`src/rtl/gpio_pkg.sv`:
```
// gpio_pkg: shared constants and prescaler width helper for the GPIO input path
package gpio_pkg;
  localparam int GPIO_N = 15;
  localparam int GPIO_STABLE_DEF = 3;
  localparam int GPIO_PRESCALE_DEF = 1000;
  function automatic int gpio_cnt_w(input int p);
    return (p <= 2) ? 1 : $clog2(p);
  endfunction
endpackage

```
`src/rtl/gpio_input_conditioner_if.sv`:
```
// gpio_input_conditioner_if: pin inputs, irq controls and conditioned outputs
interface gpio_input_conditioner_if
  import gpio_pkg::*;
#(parameter int N = GPIO_N);
  logic [N:0] i_pins;
  logic [N:0] i_rise_en;
  logic [N:0] i_fall_en;
  logic [N:0] i_irq_clr;
  logic [N:0] o_data;
  logic [N:0] o_rise;
  logic [N:0] o_fall;
  logic [N:0] o_irq_pending;
  logic o_irq;
  modport master (
    output i_pins, i_rise_en, i_fall_en, i_irq_clr,
    input  o_data, o_rise, o_fall, o_irq_pending, o_irq
  );
  modport slave (
    input  i_pins, i_rise_en, i_fall_en, i_irq_clr,
    output o_data, o_rise, o_fall, o_irq_pending, o_irq
  );
endinterface

```
`src/rtl/gpio_debounce_bit.sv`:
```
// gpio_debounce_bit: 2-flop sync, tick-sampled history, debounced level and edge pulses
module gpio_debounce_bit
  import gpio_pkg::*;
#(parameter int STABLE = GPIO_STABLE_DEF) (
  input  logic i_clk,
  input  logic i_rst_n,
  input  logic i_tick,
  input  logic i_pin,
  output logic o_data,
  output logic o_rise,
  output logic o_fall
);
  logic sync1, sync2;
  logic [STABLE-2:0] hist;
  logic [STABLE-1:0] win;
  logic all1, all0;
  assign win = {hist, sync2};
  assign all1 = &win;
  assign all0 = ~|win;
  always_ff @(posedge i_clk or negedge i_rst_n)
    if (!i_rst_n) begin
      sync1 <= 1'b0;
      sync2 <= 1'b0;
      hist <= '0;
      o_data <= 1'b0;
      o_rise <= 1'b0;
      o_fall <= 1'b0;
    end else begin
      sync1 <= i_pin;
      sync2 <= sync1;
      o_rise <= i_tick & all1 & ~o_data;
      o_fall <= i_tick & all0 & o_data;
      if (i_tick) begin
        hist <= win[STABLE-2:0];
        o_data <= all1 | (o_data & ~all0);
      end
    end
endmodule

```
`src/rtl/gpio_input_conditioner.sv`:
```
// gpio_input_conditioner: sync + debounce + edge detect for one GPIO port, with
// sticky W1C pending flags built only when GPIO_IN_IRQ_EN is defined.
module gpio_input_conditioner
  import gpio_pkg::*;
#(
  parameter int N = GPIO_N,
  parameter int PRESCALE = GPIO_PRESCALE_DEF,
  parameter int STABLE = GPIO_STABLE_DEF
) (
  input logic i_clk,
  input logic i_rst_n,
  gpio_input_conditioner_if.slave bus
);
  localparam int CW = gpio_cnt_w(PRESCALE);
  logic [CW-1:0] cnt;
  logic tick;
  logic [N:0] data, rise, fall;
  assign tick = cnt == CW'(PRESCALE - 1);
  always_ff @(posedge i_clk or negedge i_rst_n)
    if (!i_rst_n) cnt <= '0;
    else cnt <= tick ? '0 : cnt + 1'b1;
  genvar i;
  generate
    for (i = 0; i <= N; i++) begin : g_bit
      gpio_debounce_bit #(.STABLE(STABLE)) u_bit (
        .i_clk(i_clk),
        .i_rst_n(i_rst_n),
        .i_tick(tick),
        .i_pin(bus.i_pins[i]),
        .o_data(data[i]),
        .o_rise(rise[i]),
        .o_fall(fall[i])
      );
    end
  endgenerate
  assign bus.o_data = data;
  assign bus.o_rise = rise;
  assign bus.o_fall = fall;
`ifdef GPIO_IN_IRQ_EN
  logic [N:0] pend;
  // set uses the registered pulses so a clear landing in the pulse cycle cannot drop the event
  always_ff @(posedge i_clk or negedge i_rst_n)
    if (!i_rst_n) pend <= '0;
    else pend <= (pend & ~bus.i_irq_clr) | (rise & bus.i_rise_en) | (fall & bus.i_fall_en);
  assign bus.o_irq_pending = pend;
  assign bus.o_irq = |pend;
`else
  logic unused_irq;
  assign unused_irq = &{1'b0, bus.i_rise_en, bus.i_fall_en, bus.i_irq_clr};
  assign bus.o_irq_pending = '0;
  assign bus.o_irq = 1'b0;
`endif
endmodule

```
`src/flat_wrapper.sv`:
```
// flat-port wrapper written by rule: the top's interface ports become plain ports
module gpio_input_conditioner_flat import gpio_pkg::*;
#(
  parameter int N = GPIO_N,
  parameter int PRESCALE = GPIO_PRESCALE_DEF,
  parameter int STABLE = GPIO_STABLE_DEF
)
  (i_clk, i_rst_n, bus_i_pins, bus_i_rise_en, bus_i_fall_en, bus_i_irq_clr, bus_o_data, bus_o_rise, bus_o_fall, bus_o_irq_pending, bus_o_irq);
  gpio_input_conditioner_if #(.N(N)) bus_i ();
  input logic i_clk;
  input logic i_rst_n;
  input wire logic [$bits(bus_i.i_pins)-1:0] bus_i_pins;
  input wire logic [$bits(bus_i.i_rise_en)-1:0] bus_i_rise_en;
  input wire logic [$bits(bus_i.i_fall_en)-1:0] bus_i_fall_en;
  input wire logic [$bits(bus_i.i_irq_clr)-1:0] bus_i_irq_clr;
  output wire logic [$bits(bus_i.o_data)-1:0] bus_o_data;
  output wire logic [$bits(bus_i.o_rise)-1:0] bus_o_rise;
  output wire logic [$bits(bus_i.o_fall)-1:0] bus_o_fall;
  output wire logic [$bits(bus_i.o_irq_pending)-1:0] bus_o_irq_pending;
  output wire logic [$bits(bus_i.o_irq)-1:0] bus_o_irq;
  assign bus_i.i_pins = bus_i_pins;
  assign bus_i.i_rise_en = bus_i_rise_en;
  assign bus_i.i_fall_en = bus_i_fall_en;
  assign bus_i.i_irq_clr = bus_i_irq_clr;
  assign bus_o_data = bus_i.o_data;
  assign bus_o_rise = bus_i.o_rise;
  assign bus_o_fall = bus_i.o_fall;
  assign bus_o_irq_pending = bus_i.o_irq_pending;
  assign bus_o_irq = bus_i.o_irq;
  gpio_input_conditioner #(.N(N), .PRESCALE(PRESCALE), .STABLE(STABLE)) u_core (.i_clk(i_clk), .i_rst_n(i_rst_n), .bus(bus_i));
endmodule
```
`config.mk`:
```
export PLATFORM = sky130hd
export DESIGN_NAME = gpio_input_conditioner_flat
export DESIGN_NICKNAME = d
export VERILOG_FILES = /design/src/rtl/gpio_pkg.sv /design/src/rtl/gpio_input_conditioner_if.sv /design/src/rtl/gpio_debounce_bit.sv /design/src/rtl/gpio_input_conditioner.sv /design/src/flat_wrapper.sv
export SDC_FILE = /design/constraint.sdc
export NUM_CORES = 1
export LEC_CHECK = 0
export CAP_MARGIN = 0
export CORE_AREA = 10 10 107 133
export CTS_CLUSTER_DIAMETER = 80
export DETAILED_ROUTE_END_ITERATION = 16
export DIE_AREA = 0 0 117 143
export HOLD_SLACK_MARGIN = 0.12
export PLACE_DENSITY = 0.75
export RECOVER_POWER = 50
export SLEW_MARGIN = 20
export SYNTH_ARGS = -nofsm -noshare
export SYNTH_HDL_FRONTEND = slang
export SYNTH_SLANG_ARGS = --single-unit
```
`constraint.sdc`:
```
create_clock -name i_clk -period 5.1 [get_ports i_clk]
set_input_delay 0.51 -clock i_clk [delete_from_list [all_inputs] [get_ports i_clk]]
set_output_delay 0.51 -clock i_clk [all_outputs]
set_load 0.02 [all_outputs]
```
**Word level (Yosys, flattened, before mapping)**

Index checks and enable logic that the tools add are counted.

- Flip-flop bits (word level): 122
- Output and inout port bits: 65
- Word-level logic and storage cells: 260

- Add/subtract/negate cells: 1
- Eq/ne operators: 1
- Multiplexer cells: 1
- Bitwise operators: 112
- Reductions and logical operators: 48

Operators with widths:

| cell | count |
|---|---|
| 1-bit bitwise AND | 80 |
| 3-bit AND reduction | 16 |
| 3-bit OR reduction | 16 |
| 1-bit logical NOT | 16 |
| 1-bit NOT | 16 |
| 1-bit OR | 16 |
| 10-bit by 1-bit adder with 10-bit output (second input constant) | 1 |
| 10-bit equality test (second input constant) | 1 |
| 10-bit two-way mux | 1 |

**Longest topological paths before layout**

- Word-level depth: 4
- Gate-level depth with buffers: 7

**By module**

From an unflattened synthesis, not the netlist that was laid out.

- Cell total of the unflattened synthesis: 332
- Area total of the unflattened synthesis: 4708.3 µm²

Modules (own cells, without submodules):

| module | instances | cells each | area an instance (µm²) |
|---|---|---|---|
| gpio_debounce_bit | 16 | 17 | 256.5 |
| gpio_input_conditioner | 1 | 60 | 604.3 |

**Least setup slack after synthesis**

No wires, ideal clock.

- Path kind: reg-to-reg
- Start point: reg u_core.cnt[4]
- End point: reg u_core.g_bit[10].u_bit.hist[1]
- Library setup time: 125 ps
- Arrival: 1683 ps
- Setup slack: 3292 ps
- Stages on the path, launching flop included: 7
- Path through: dfrtp_1 > or2_1 > buf_4 > nor3_1 > buf_4 > buf_4 > mux2_2

- Word-level cells in the longest chain between the ends: 1

RTL lines:

| element | RTL line | text |
|---|---|---|
| start: declaration | gpio_input_conditioner.sv:15 | `logic [CW-1:0] cnt;` |
| start signal: assignment | gpio_input_conditioner.sv:21 | `else cnt <= tick ? '0 : cnt + 1'b1;` |
| 10-bit equality test | gpio_input_conditioner.sv:18 | `assign tick = cnt == CW'(PRESCALE - 1);` |
| end signal: assignment | gpio_debounce_bit.sv:34 | `hist <= win[STABLE-2:0];` |
| end: declaration | gpio_debounce_bit.sv:14 | `logic [STABLE-2:0] hist;` |

Every way passes these cells.
A chain may end at the register's enable or synchronous reset.

**Final worst setup path**

- Start point: reg u_core.cnt[4]
- End point: reg u_core.g_bit[5].u_bit.hist[0]

- Word-level cells in the longest chain between the ends: 1

RTL lines:

| element | RTL line |
|---|---|
| 10-bit equality test | gpio_input_conditioner.sv:18 |
| end signal: assignment | gpio_debounce_bit.sv:34 |
| end: declaration | gpio_debounce_bit.sv:14 |

Every way passes these cells.

==> results.py <==
metrics = {
    "yosys": {
        "yosysSeqAreaShare_pct": 59.2,
        "synthTopCellsByArea": "dfrtp_1 (59%), buf_4 (10%), mux2_2 (7.0%), o31ai_1 (4.8%), nor4_2 (3.9%)",
        "synth_edf_count": 0,
        "yosys_most_used_dff": "dfrtp_1",
        "synth_top_area_share_pct": 59.2,
        "ys_types": 27,
        "synthCells": 399,
        "ys_ff_latch": 122,
        "syn_area_per_cell_um2": 12.9,
        "yosysWarnings": 0,
        "synthArstFlopShare_pct": 100,
        "synth.most_common_cell": "dfrtp_1",
        "synth_top_cell_by_area": "dfrtp_1",
        "netlist_area_mm2": 0.00516,
        "synth_common_cells": "dfrtp_1 (122), buf_4 (69), o31ai_1 (33)",
    },
    "timing": {
        "worst_slew_margin_rel_pct": -44.1,
        "slew_viol_final": 43,
        "finalSetupTns_ps": 0,
        "max_freq_ghz": 0.378,
        "fin_crit_ps": 2650,
        "finalHoldViolations": 0,
        "rsz0062_at_grt": "no",
        "fin_crit_sh_pct": 51.9,
        "fin_worst_skew_ps": 6.42,
        "tightest_slew_ps": 2160,
        "setup_viol": 0,
    },
    "die": {
        "chipWidth_um": 117,
        "fp.dieH_um": 143,
        "rows": 44,
        "start_util_pct": 44.6,
        "fp.dieArea_mm2": 0.0167,
        "ioPinCount": 131,
        "core_area_mm2": 0.0116,
    },
    "grt": {
        "grt_util_all_layers_pct": 11.6,
        "grt_overflow_total": 0,
        "grt_pass1_vias": 3090,
        "antenna_found_initial": 0,
        "grt_max_degree": 82,
        "grt_first_pass_wirelength_mm": 15.2,
    },
    "setup_path": {
        "r2r_start": "u_core.cnt[4]$_DFF_PN0_",
        "required_ps": 5380,
        "worst-path-buf-inv": 1,
        "path_class": "flip-flop to flip-flop",
        "rr_worst_depth": 4,
        "crit_chain": "or2_1 -> nor3_2 -> buf_4 -> mux2_2",
        "path_delay_family": "simple AND/OR/NAND/NOR gates",
        "reg2reg_setup_slack_ps": 2450,
        "r2r-end": "u_core.g_bit[5].u_bit.hist[0]$_DFFE_PN0N_",
        "start_kind": "flip-flop",
        "critical_path.max_fanout": 30,
        "crit_slowest_cell": "nor3_2",
        "critPathArrivalTime_ps": 2930,
        "max_stage_delay_ps": 690,
        "cp-end-kind": "flip-flop",
    },
    "detailed_routing": {
        "vias": 3041,
        "wirelength_mm": 9.30,
        "ant_nets": 0,
        "detail_route.wl_per_cell_um": 16.2,
        "drc_errors": 0,
        "via_per_inst": 5.30,
        "drt_iter0_drc": 137,
        "drt-pass1-iter-count": 4,
    },
    "outcome": {
        "status": "finished with violations",
        "violations": "max-capacitance violations, max-slew violations",
    },
    "placement": {
        "numPortBuffers": 65,
        "dpl.cell_count": 542,
        "dpl_cell_area_mm2": 0.00549,
        "dpl.hpwl_mm": 6.04,
        "gp_congestion": 0.727,
    },
    "run": {
        "drv_cap": 1,
    },
    "cts": {
        "h-tree-depth": 4,
        "clock-root-buffer": "clkbuf_16",
        "clock-sinks": 122,
        "cts_tree": "done",
        "clockBufferDepth": 2,
        "cts.repair.resized": 0,
        "clk_latency_ps": 400,
        "holdBufCountCts": 0,
        "cts_buffers": 17,
        "postCtsSetupBuffers": 0,
        "clk_pin_slew_ps": 50,
    },
    "layout": {
        "final_area_mm2": 0.00606,
        "fin_cells": 574,
        "postLayoutCoreUtil_pct": 52.4,
        "drive_gt1_share_pct": 18.6,
        "n_antenna_cell": 0,
        "area_delta_synth_final_pct": 17.4,
        "fin_nets": 490,
    },
    "power_and_ir_drop": {
        "ir_drop_mv": 0.178,
        "p_per_area_mw_per_mm2": 359,
        "leakage_nw": 2.54,
        "finalPower_mw": 2.17,
    },
    "min_path": {
        "hold_class": "input pin to asynchronous set/reset pin",
    },
}
-- cell usage in the layout (no fill, tap or decap), types with 17 or more instances in the layout --
cell type,synthesis,routed
dfrtp_1,122,122
clkdlybuf4s50_1,0,48
o31ai_1,33,33
mux2_2,32,32
nand3_1,21,21
nor2_1,19,19
o211ai_1,17,17
conb_1,1,17
clkbuf_16,0,17
-- where the power goes --
group / internal (mW) / leakage, nW / switching (mW)
combinational: 0.00949 / 0.644 / 0.0308
sequential: 0.982 / 1.62 / 0.0115
clock: 0.741 / 0.282 / 0.398
total: 1.73 / 2.54 / 0.440
-- metrics by stage --
stage | hold slack, ps | worst slack [ps]
2_1_floorplan | 214 | 3290
3_5_place_dp | 336 | 2430
5_1_grt | 205 | 1770
4_1_cts | 309 | 2410
6_report | 132 | 2450
3_3_place_gp | 333 | 2440
-- worst max path at each step --
stage | start | end | slack [ps] | cells after the start
floorplan | u_core.cnt[4]$_DFF_PN0_ | u_core.g_bit[10].u_bit.hist[1]$_DFFE_PN0N_ | 3290 | 6
global placement | u_core.cnt[3]$_DFF_PN0_ | u_core.g_bit[4].u_bit.hist[0]$_DFFE_PN0N_ | 2440 | 4
detailed placement | u_core.cnt[4]$_DFF_PN0_ | u_core.g_bit[7].u_bit.hist[1]$_DFFE_PN0N_ | 2430 | 4
CTS | u_core.cnt[4]$_DFF_PN0_ | u_core.g_bit[5].u_bit.hist[1]$_DFFE_PN0N_ | 2410 | 4
global route | i_rst_n | u_core.g_bit[11].u_bit.sync1$_DFF_PN0_ | 1770 | 2
finish | u_core.cnt[4]$_DFF_PN0_ | u_core.g_bit[5].u_bit.hist[0]$_DFFE_PN0N_ | 2450 | 4
-- logic make-up (layout without fill, tap and decap cells) --
kind of cell / Yosys count / in the layout / share of synthesized area (%)
AND/OR/NAND/NOR: 102 / 102 / 13.5
XOR/XNOR: 3 / 3 / 0.510
AO/OA/AOI/OAI: 58 / 58 / 8.06
flip-flops: 122 / 122 / 59.2
other: 1 / 17 / 0.0727
buffers and inverters: 80 / 101 / 11.4
adder cells (fa/ha/maj): 1 / 1 / 0.243
multiplexers: 32 / 32 / 6.99
-- worst reg2reg max path: cells and delay by family (launching register included) --
family	cells	cell delay, ps
buffers and inverters	1	480
AND/OR/NAND/NOR	2	1240
multiplexers	1	390
flip-flops	1	420
-- flip-flops by register name (all words and copies together) (netlist names) --
register	cells
u_core.g_bit.u_bit.o_rise	16
u_core.g_bit.u_bit.o_data	16
u_core.cnt	10
u_core.g_bit.u_bit.hist	32
u_core.g_bit.u_bit.sync2	16
u_core.g_bit.u_bit.sync1	16
u_core.g_bit.u_bit.o_fall	16
-- layout make-up --
cell class | instances | area [µm²]
sequential | 122 | 3050
clock inverter | 8 | 93.8
fill | 986 | 5510
timing repair buffer | 69 | 678
tap | 138 | 173
multi-input combinational | 213 | 1590
clock buffer | 24 | 472
-- metal layers --
metal  GRT usage [%]  up-vias  part of all wire, %
met5               0        -                    0
li1                -     1409                    -
met1            12.5     1562                   40
met4            4.50        0                  1.1
met3            4.53        9                  5.3
met2            19.8       61                   53
Note: power is estimated with default switching activity, not from simulation.
==> variant (same settings) <==
Add a define of `GPIO_IN_IRQ_EN`.
--- a/src/rtl/gpio_input_conditioner.sv
+++ b/src/rtl/gpio_input_conditioner.sv
@@ -1,4 +1,6 @@
 // gpio_input_conditioner: sync + debounce + edge detect for one GPIO port, with
 // sticky W1C pending flags built only when GPIO_IN_IRQ_EN is defined.
+`define GPIO_IN_IRQ_EN
+
 module gpio_input_conditioner
   import gpio_pkg::*;
Check against the original RTL: same outputs for any inputs over 10 cycles, from zero or initial values and one cycle with i_rst_n low; that may be too few to reach the edited logic, so the function may still have changed.
==> variant against the original RTL <==
- power rose by 20%
- fmax rose by 3.9%
- routed wire length rose by 29%
- design area rose by 19%
- critical path depth rose by 1
- sequential cell count rose by 16
- setup slack improved by 0.099 ns
- synthesized area rose by 6.0%
- critical path type unchanged
==> variant: results (changes against the original RTL) <==
Route:
- The number of vias per cell after detailed routing is 5.17 (was 5.30).
- The total routed wire length on the met1 layer came to 4640 um (was 3760 um).
- The vias after detailed routing is 3803 (was 3041).
- The DRC marker count from the first detailed-route iteration is 198 (was 137).
- The wire length on met3 was 638 um (was 495 um).

Synth:
- The average footprint of a synthesized cell is 11.1 sq um (was 12.9 sq um).
- Top post-synthesis cells by area: sky130_fd_sc_hd__dfrtp_1 63%, sky130_fd_sc_hd__buf_4 7.0%, sky130_fd_sc_hd__nand2_1 5.6% (was sky130_fd_sc_hd__dfrtp_1 59%, sky130_fd_sc_hd__buf_4 10%, sky130_fd_sc_hd__mux2_2 7.0%).
- Commonest cells post-synth: 138 x sky130_fd_sc_hd__dfrtp_1, 81 x sky130_fd_sc_hd__nand2_1, 51 x sky130_fd_sc_hd__buf_4 (was 122 x sky130_fd_sc_hd__dfrtp_1, 69 x sky130_fd_sc_hd__buf_4, 33 x sky130_fd_sc_hd__o31ai_1).
- The count of different cell masters after synthesis is 26 (was 27).
- The synthesized-area fraction occupied by xor and xnor cells is 0.961% (was 0.510%).

Global route:
- The via count of the first global-routing pass is 3835 (was 3090).
- The global-route wire length before repair came to 18900 um (was 15200 um).
- The met3 routing resource usage after global routing came to 4.91% (was 4.53%).
- The met2 usage in global routing was 25.7% (was 19.8%).
- The number of antenna violations at the first check in global routing is 2 (was 0).

Cells and area:
- The number of signal-net inverters in the final layout is 33 (was 0).
- The count of buffers not belonging to the clock network in the layout was 131 (was 69).
- The portion of the layout cell area used by non-clock buffers came to 18.2% (was 11.2%).
- The antenna cell count is 2 (was 0).
- The share of cells above drive strength 1 is 5.88% (was 18.6%).
- The sequential cell area was 3450 sq um (was 3050 sq um).
- The area of the multi-input gates is 1430 sq um (was 1590 sq um).

Placement:
- The port buffer count is 130 (was 65).
- The count of placed standard cells including taps is 701 (was 542).
- The cell area after placement came to 6490 sq um (was 5490 sq um).
- The post-DP HPWL came to 8370 um (was 6040 um).

Power:
- The power density over the cells is 361 nW/um^2 (was 359 nW/um^2).
- The net switching power of the design came to 0.477 mW (was 0.440 mW).
- The worst IR drop on VDD is 0.000188 V (was 0.000178 V).
- The static power due to leakage is 3.10 nW (was 2.54 nW).

Setup path:
- The worst setup path endpoint is u_core.g_bit[7].u_bit.o_data (was u_core.g_bit[5].u_bit.hist[0]).
- The count of cells along the worst register-to-register path is 5 (was 4).
- The maximum fanout count along the critical path is 49 (was 30).
- The arrival time of the worst setup path was 2.83 ns (was 2.93 ns).
- The launching element of the worst setup path is u_core.cnt[0] (was u_core.cnt[4]).
- The peak per-stage delay on the critical path came to 0.82 ns (was 0.69 ns).

Run status:
- Result of the run: finished clean (was finished, violations left).

Timing:
- The final worst clock skew is 0.0100 ns (was 0.00642 ns).
- The final worst setup slack came to 2.55 ns (was 2.45 ns).
- The relative slew slack is 31.0% (was -44.1%).
-- variant: changes by cell type after synthesis, sizes merged, moves of 17 or more --
| cell | change |
|---|---|
| a31oi | +17 |
| o21ai | +30 |
| nand2 | +78 |
| buf | -18 |
| and4 | +18 |
| o211ai | -17 |
| nand3 | -17 |
| inv | +33 |
| mux2 | -32 |
-- variant: power by group through the flow --
stage,Sequential (mW),Clock [mW],Combinational [mW]
finish,1.12,1.41,0.0684
floorplan,1.14,0,0.00231
global placement,1.14,0,0.0732
detailed placement,1.14,0,0.0751
CTS,1.12,1.44,0.0755
global route,1.12,1.49,0.0762
-- variant: per-stage QoR --
step	hold slack, ns	power (mW)	utilization, %
2_1_floorplan	0.214	1.14	-
5_1_grt	0.193	2.68	62.2
4_1_cts	0.169	2.63	62.2
3_3_place_gp	0.332	1.21	56.2
6_report	0.130	2.60	62.2
3_5_place_dp	0.335	1.21	56.2
